`src/rtl/wb_port_arbiter.sv`:
```
// Register-file write-port arbiter: pipeline writeback has fixed priority, secondary
// results are buffered via round-robin and drained when idle. Option: WB_ARB_KILL_EN.
module wb_port_arbiter #(
    parameter int NUM_REQ      = 2,
    parameter int BUF_DEPTH    = 2,
    parameter int STARVE_LIMIT = 4
) (
    input  logic                  clk,
    input  logic                  rst_n,
    input  logic                  pipe_wen,
    input  logic [4:0]            pipe_addr,
    input  logic [31:0]           pipe_data,
    input  logic [NUM_REQ-1:0]    req_valid,
    input  logic [NUM_REQ*5-1:0]  req_addr,
    input  logic [NUM_REQ*32-1:0] req_data,
    output logic [NUM_REQ-1:0]    req_ready,
    output logic                  rf_wen,
    output logic [4:0]            rf_addr,
    output logic [31:0]           rf_wdata,
    output logic [31:0]           pend_mask,
    output logic                  stall_req,
    output logic                  buf_full
);

    localparam int PTR_W = (BUF_DEPTH > 1) ? $clog2(BUF_DEPTH) : 1;
    localparam int CNT_W = $clog2(BUF_DEPTH + 1);
    localparam int RR_W  = (NUM_REQ > 1) ? $clog2(NUM_REQ) : 1;
    localparam int STV_W = $clog2(STARVE_LIMIT + 1);

    logic [4:0]           buf_addr [BUF_DEPTH];
    logic [31:0]          buf_data [BUF_DEPTH];
    logic [BUF_DEPTH-1:0] buf_vld;
    logic [PTR_W-1:0]     rd_ptr, wr_ptr;
    logic [CNT_W-1:0]     count;
    logic [RR_W-1:0]      rr_ptr;
    logic [STV_W-1:0]     starve_cnt;

    logic                 not_empty, head_vld, pipe_real;
    logic                 head_win, pipe_win, skip_pop, pop, push, accept;
    logic                 gnt_found;
    logic [RR_W-1:0]      gnt_idx;
    logic [4:0]           gnt_addr;
    logic [31:0]          gnt_data;
    logic [BUF_DEPTH-1:0] kill, push_mask, pop_mask;

    assign not_empty = (count != '0);
    assign head_vld  = buf_vld[rd_ptr];
    assign pipe_real = pipe_wen && (pipe_addr != 5'd0);
    assign buf_full  = (count == CNT_W'(BUF_DEPTH));

    // While stalled the pipeline is frozen, so its inputs never compete with the head.
    always_comb begin
        head_win = 1'b0;
        pipe_win = 1'b0;
        if (stall_req && not_empty) begin
            head_win = head_vld;
        end else if (pipe_real) begin
            pipe_win = 1'b1;
        end else if (not_empty) begin
            head_win = head_vld;
        end
    end

    // A squashed head leaves the FIFO without taking a port cycle.
    assign skip_pop = not_empty && !head_vld;
    assign pop      = head_win || skip_pop;

`ifdef WB_ARB_KILL_EN
    always_comb begin
        kill = '0;
        for (int i = 0; i < BUF_DEPTH; i++) begin
            kill[i] = pipe_win && buf_vld[i] && (buf_addr[i] == pipe_addr);
        end
    end
`else
    assign kill = '0;
`endif

    // Circular search: requesters at/after rr_ptr first, then wrap to the low indices.
    always_comb begin
        gnt_found = 1'b0;
        gnt_idx   = '0;
        gnt_addr  = '0;
        gnt_data  = '0;
        for (int i = 0; i < NUM_REQ; i++) begin
            if (!gnt_found && req_valid[i] && (i >= int'(rr_ptr))) begin
                gnt_found = 1'b1;
                gnt_idx   = RR_W'(i);
                gnt_addr  = req_addr[i*5 +: 5];
                gnt_data  = req_data[i*32 +: 32];
            end
        end
        for (int i = 0; i < NUM_REQ; i++) begin
            if (!gnt_found && req_valid[i]) begin
                gnt_found = 1'b1;
                gnt_idx   = RR_W'(i);
                gnt_addr  = req_addr[i*5 +: 5];
                gnt_data  = req_data[i*32 +: 32];
            end
        end
    end

    // Room is judged on the registered count; a same-cycle pop does not help.
    assign accept = rst_n && gnt_found && (count < CNT_W'(BUF_DEPTH));
    assign push   = accept && (gnt_addr != 5'd0);

    always_comb begin
        req_ready = '0;
        for (int i = 0; i < NUM_REQ; i++) begin
            req_ready[i] = accept && (gnt_idx == RR_W'(i));
        end
    end

    assign push_mask = push ? (BUF_DEPTH'(1) << wr_ptr) : '0;
    assign pop_mask  = pop  ? (BUF_DEPTH'(1) << rd_ptr) : '0;

    always_comb begin
        pend_mask = '0;
        for (int i = 0; i < BUF_DEPTH; i++) begin
            if (buf_vld[i] && !kill[i]) begin
                pend_mask[buf_addr[i]] = 1'b1;
            end
        end
        pend_mask[0] = 1'b0;
    end

    always_ff @(posedge clk) begin
        if (push) begin
            buf_addr[wr_ptr] <= gnt_addr;
            buf_data[wr_ptr] <= gnt_data;
        end
    end

    always_ff @(posedge clk or negedge rst_n) begin
        if (!rst_n) begin
            buf_vld <= '0;
            rd_ptr  <= '0;
            wr_ptr  <= '0;
            count   <= '0;
            rr_ptr  <= '0;
        end else begin
            buf_vld <= (buf_vld & ~kill & ~pop_mask) | push_mask;
            if (push) wr_ptr <= wr_ptr + PTR_W'(1);
            if (pop)  rd_ptr <= rd_ptr + PTR_W'(1);
            if (push && !pop)      count <= count + CNT_W'(1);
            else if (pop && !push) count <= count - CNT_W'(1);
            if (accept) begin
                rr_ptr <= (gnt_idx == RR_W'(NUM_REQ - 1)) ? '0 : gnt_idx + RR_W'(1);
            end
        end
    end

    // Starve counter saturates at the limit so the stall trigger stays stable.
    always_ff @(posedge clk or negedge rst_n) begin
        if (!rst_n) begin
            starve_cnt <= '0;
            stall_req  <= 1'b0;
        end else begin
            if (!not_empty || pop) begin
                starve_cnt <= '0;
            end else if (starve_cnt != STV_W'(STARVE_LIMIT)) begin
                starve_cnt <= starve_cnt + STV_W'(1);
            end
            if (stall_req) begin
                stall_req <= !(pop || !not_empty);
            end else begin
                stall_req <= (starve_cnt == STV_W'(STARVE_LIMIT)) && !pop;
            end
        end
    end

    always_ff @(posedge clk or negedge rst_n) begin
        if (!rst_n) begin
            rf_wen   <= 1'b0;
            rf_addr  <= '0;
            rf_wdata <= '0;
        end else begin
            rf_wen <= head_win || pipe_win;
            if (head_win) begin
                rf_addr  <= buf_addr[rd_ptr];
                rf_wdata <= buf_data[rd_ptr];
            end else if (pipe_win) begin
                rf_addr  <= pipe_addr;
                rf_wdata <= pipe_data;
            end else begin
                rf_addr  <= '0;
                rf_wdata <= '0;
            end
        end
    end

endmodule

```
`config.mk`:
```
export PLATFORM = sky130hd
export DESIGN_NAME = wb_port_arbiter
export DESIGN_NICKNAME = d
export VERILOG_FILES = /design/src/rtl/wb_port_arbiter.sv
export SDC_FILE = /design/constraint.sdc
export NUM_CORES = 1
export LEC_CHECK = 0
export CORE_AREA = 2 2 86 151
export DETAILED_ROUTE_END_ITERATION = 10
export DIE_AREA = 0 0 88 153
export PLACE_DENSITY = 0.87
export SETUP_SLACK_MARGIN = 0.5
export SYNTH_ARGS = -nofsm -noshare
export SYNTH_HDL_FRONTEND = slang
export SYNTH_SLANG_ARGS = --single-unit
```
`constraint.sdc`:
```
create_clock -name clk -period 3.8 [get_ports clk]
set_clock_uncertainty 0.15 [all_clocks]
set_input_delay 0.76 -clock clk [delete_from_list [all_inputs] [get_ports clk]]
set_output_delay 0.76 -clock clk [all_outputs]
set_load 0.005 [all_outputs]
```
==> flow_summary.json <==
{
  "status": "finished, final reports clean",
  "synth-edff-count": 74,
  "chipHeight_um": 153,
  "p_per_area_nw_per_um2": 570.8,
  "grt_max_degree": 49,
  "ff2ff_path_depth": 3,
  "root_buffer": "clkbuf_16",
  "min_path_type": "primary input to async pin",
  "ys_async_sr_fraction_pct": 39.84,
  "fin_util_pct": 65.27,
  "crit_chain": "clkdlybuf4s50_1, a21boi_4, and3b_1, clkdlybuf4s50_1",
  "port_buffers": 188,
  "grt.total_usage_pct": 22.36,
  "grt_pass1_vias": 4449,
  "slew_headroom_pct": 11.90,
  "nets": 722,
  "period_minus_slack_ns": 3.198,
  "wl_um": 14810,
  "cts_tree": "done",
  "vdd_drop_max_v": 0.0003860,
  "finalCritPeriodShare_pct": 84.17,
  "area_growth_pct": 47.22,
  "vias_per_cell": 5.406,
  "finalInstanceArea_um2": 7981,
  "synthesis.area_um2": 5421,
  "arrival_ns": 2.29,
  "synth.distinct_cells": 43,
  "core_um2": 12230,
  "cp.required_ns": 2.89,
  "place.gp.congestion": 0.9521,
  "route.detailed.drc": 0,
  "clk_pin_slew_worst_paths_ns": 0.05,
  "dp_hpwl_um": 10600,
  "hold_violations": 0,
  "path_class": "primary input to primary output",
  "drt_iter0_drc": 270,
  "cp_max_fo": 6,
  "clock_latency_ns": 0.41,
  "numCtsBuffers": 17,
  "cap_violations": 0,
  "io_pins": 190,
  "vias": 4244,
  "drive_above_1_share_pct": 8.442,
  "netlist_instances": 418,
  "critPathMaxStageDelay_ns": 0.55,
  "tns_ns": 0,
  "start_kind": "primary input",
  "tightest_slew_ns": 1.322,
  "grt_first_pass_wirelength_um": 22460,
  "antenna_found_initial": 1,
  "cp_common_cell": "clkdlybuf4s50_1",
  "drtAntennaViolNets": 0,
  "rsz0062_at_grt": "false",
  "r2r_slack_ns": 1.44,
  "yosys_warnings": 0,
  "power.leakage_uw": 0.003079,
  "r2r-end": "buf_data[0][17]$_DFFE_PP_",
  "dr.pass1.iters": 4,
  "die_w_um": 88,
  "end_kind": "primary output",
  "postPlaceCellArea_um2": 7418,
  "grt.overflow.total": 0,
  "syn-num-nets": 537,
  "r2r-start": "rr_ptr$_DFFE_PN0P_",
  "startpoint": "req_valid[0]",
  "layout_common_cells": "186 x clkdlybuf4s50_1, 74 x edfxtp_1, 48 x dfrtp_1",
  "syn_area_per_cell_um2": 12.97,
  "mostFrequentLayoutCell": "clkdlybuf4s50_1",
  "cts-htree-levels": 4,
  "wire_per_inst_um": 18.87,
  "clock_sinks": 123,
  "core.rowCount": 54,
  "final-setup-viol-count": 0,
  "initial_core_util_pct": 44.33,
  "dominantRegCellSynth": "edfxtp_1",
  "crit_buf_inv": 2,
  "ys_seq_area_share_pct": 63.60,
  "fillers": 892,
  "fmax_mhz": 312.6,
  "finalMaxSlewViolations": 0,
  "critPathSlowestCell": "clkdlybuf4s50_1",
  "cpLargestDelayFamily": "buffers and inverters",
  "clk_path_buf_depth": 2,
  "die_area_um2": 13460,
  "ys_ff_latch": 123
}
==> routing by layer <==
layer | share of wire [%] | track usage (%) | vias up
met2 | 57 | 41.92 | 186
met5 | 0 | 0 | -
met1 | 34 | 21.89 | 2066
met4 | 2.6 | 9.231 | 0
met3 | 6.3 | 6.533 | 30
li1 | - | - | 1962
==> sequential cells by signal (all words and copies together) (netlist names) <==
name and flops:
buf_vld 2, buf_addr 10, rf_wen 1, rr_ptr 1, wr_ptr 1, rf_addr 5
starve_cnt 3, rf_wdata 32, stall_req 1, buf_data 64, count 2, rd_ptr 1
==> layout make-up <==
cell class                 count  area (µm²)  share of cell area [%]
clock inverter                10       87.58                   1.097
inverter                       4       15.01                  0.1881
antenna                        1       2.502                 0.03135
sequential                   123        3450                   43.22
multi-input combinational    262        1821                   22.81
timing repair buffer         195        1932                   24.20
clock buffer                  22       464.2                   5.816
tap                          168       210.2                   2.634
==> power breakdown <==
group          switching, µW  internal, µW  total (µW)
combinational            621           614        1240
clock                    566           933        1500
sequential               119          1700        1820
==> Yosys cell counts (2+ instances only) <==
cell type / n / area (µm²)
edfxtp_1: 74 / 2222
dfrtp_1: 49 / 1226
nand2_1: 47 / 176.4
mux2i_1: 38 / 380.4
a22o_1: 35 / 306.5
o21ai_1: 31 / 155.2
o22ai_1: 31 / 193.9
clkbuf_1: 13 / 48.80
nor2_1: 12 / 45.04
nand3b_1: 10 / 75.07
o21ai_0: 10 / 50.05
buf_2: 6 / 30.03
buf_6: 6 / 67.56
nand3_1: 5 / 25.02
and2_1: 4 / 25.02
inv_1: 4 / 15.01
a32o_1: 3 / 30.03
ha_1: 3 / 37.54
or3b_2: 3 / 26.28
xnor2_1: 3 / 26.28
and3b_1: 2 / 17.52
buf_1: 2 / 7.510
buf_4: 2 / 15.01
nand2b_1: 2 / 12.51
nor2b_1: 2 / 12.51
or3_1: 2 / 12.51
or3b_1: 2 / 17.52
xor2_1: 2 / 17.52
==> worst max-delay path by stage <==
stage,cells past startpoint,slack (ns),to
2_1_floorplan,6,0.75,buf_addr[0][0]$_DFFE_PP_
3_3_place_gp,4,0.59,req_ready[0]
3_5_place_dp,4,0.54,req_ready[0]
4_1_cts,4,0.51,req_ready[0]
5_1_grt,4,0.55,req_ready[0]
6_report,4,0.60,req_ready[0]
==> per-stage QoR <==
stage	hold WS, ns	total power, µW	instances	setup slack [ns]
finish	0.01779	4556	785	0.6015
global route	0.003869	4759	785	0.5484
CTS	0.008720	4592	784	0.5100
detailed placement	0.3659	3088	752	0.5379
global placement	0.3543	3026	752	0.5867
floorplan	0.3118	2543	418	0.7534
==> cells by family (layout without fill, tap and decap cells) <==
family | after synthesis | in the layout | share of synthesized area [%]
DFF | 123 | 123 | 63.60
AOI/OAI and AO/OA | 120 | 120 | 15.53
and+or+nand+nor | 95 | 95 | 8.885
muxes | 38 | 38 | 7.016
buffers and inverters | 33 | 231 | 3.392
xor gates and xnor gates | 5 | 5 | 0.8079
adders and majority gates | 3 | 3 | 0.6924
other | 1 | 2 | 0.06917
==> what timing repair did <==
item,CTS,global route
setup buffers,0,0
setup endpoints to repair,0,2
hold buffers,0,0
resized for setup,0,2
Power figures use the tool's default switching activity.
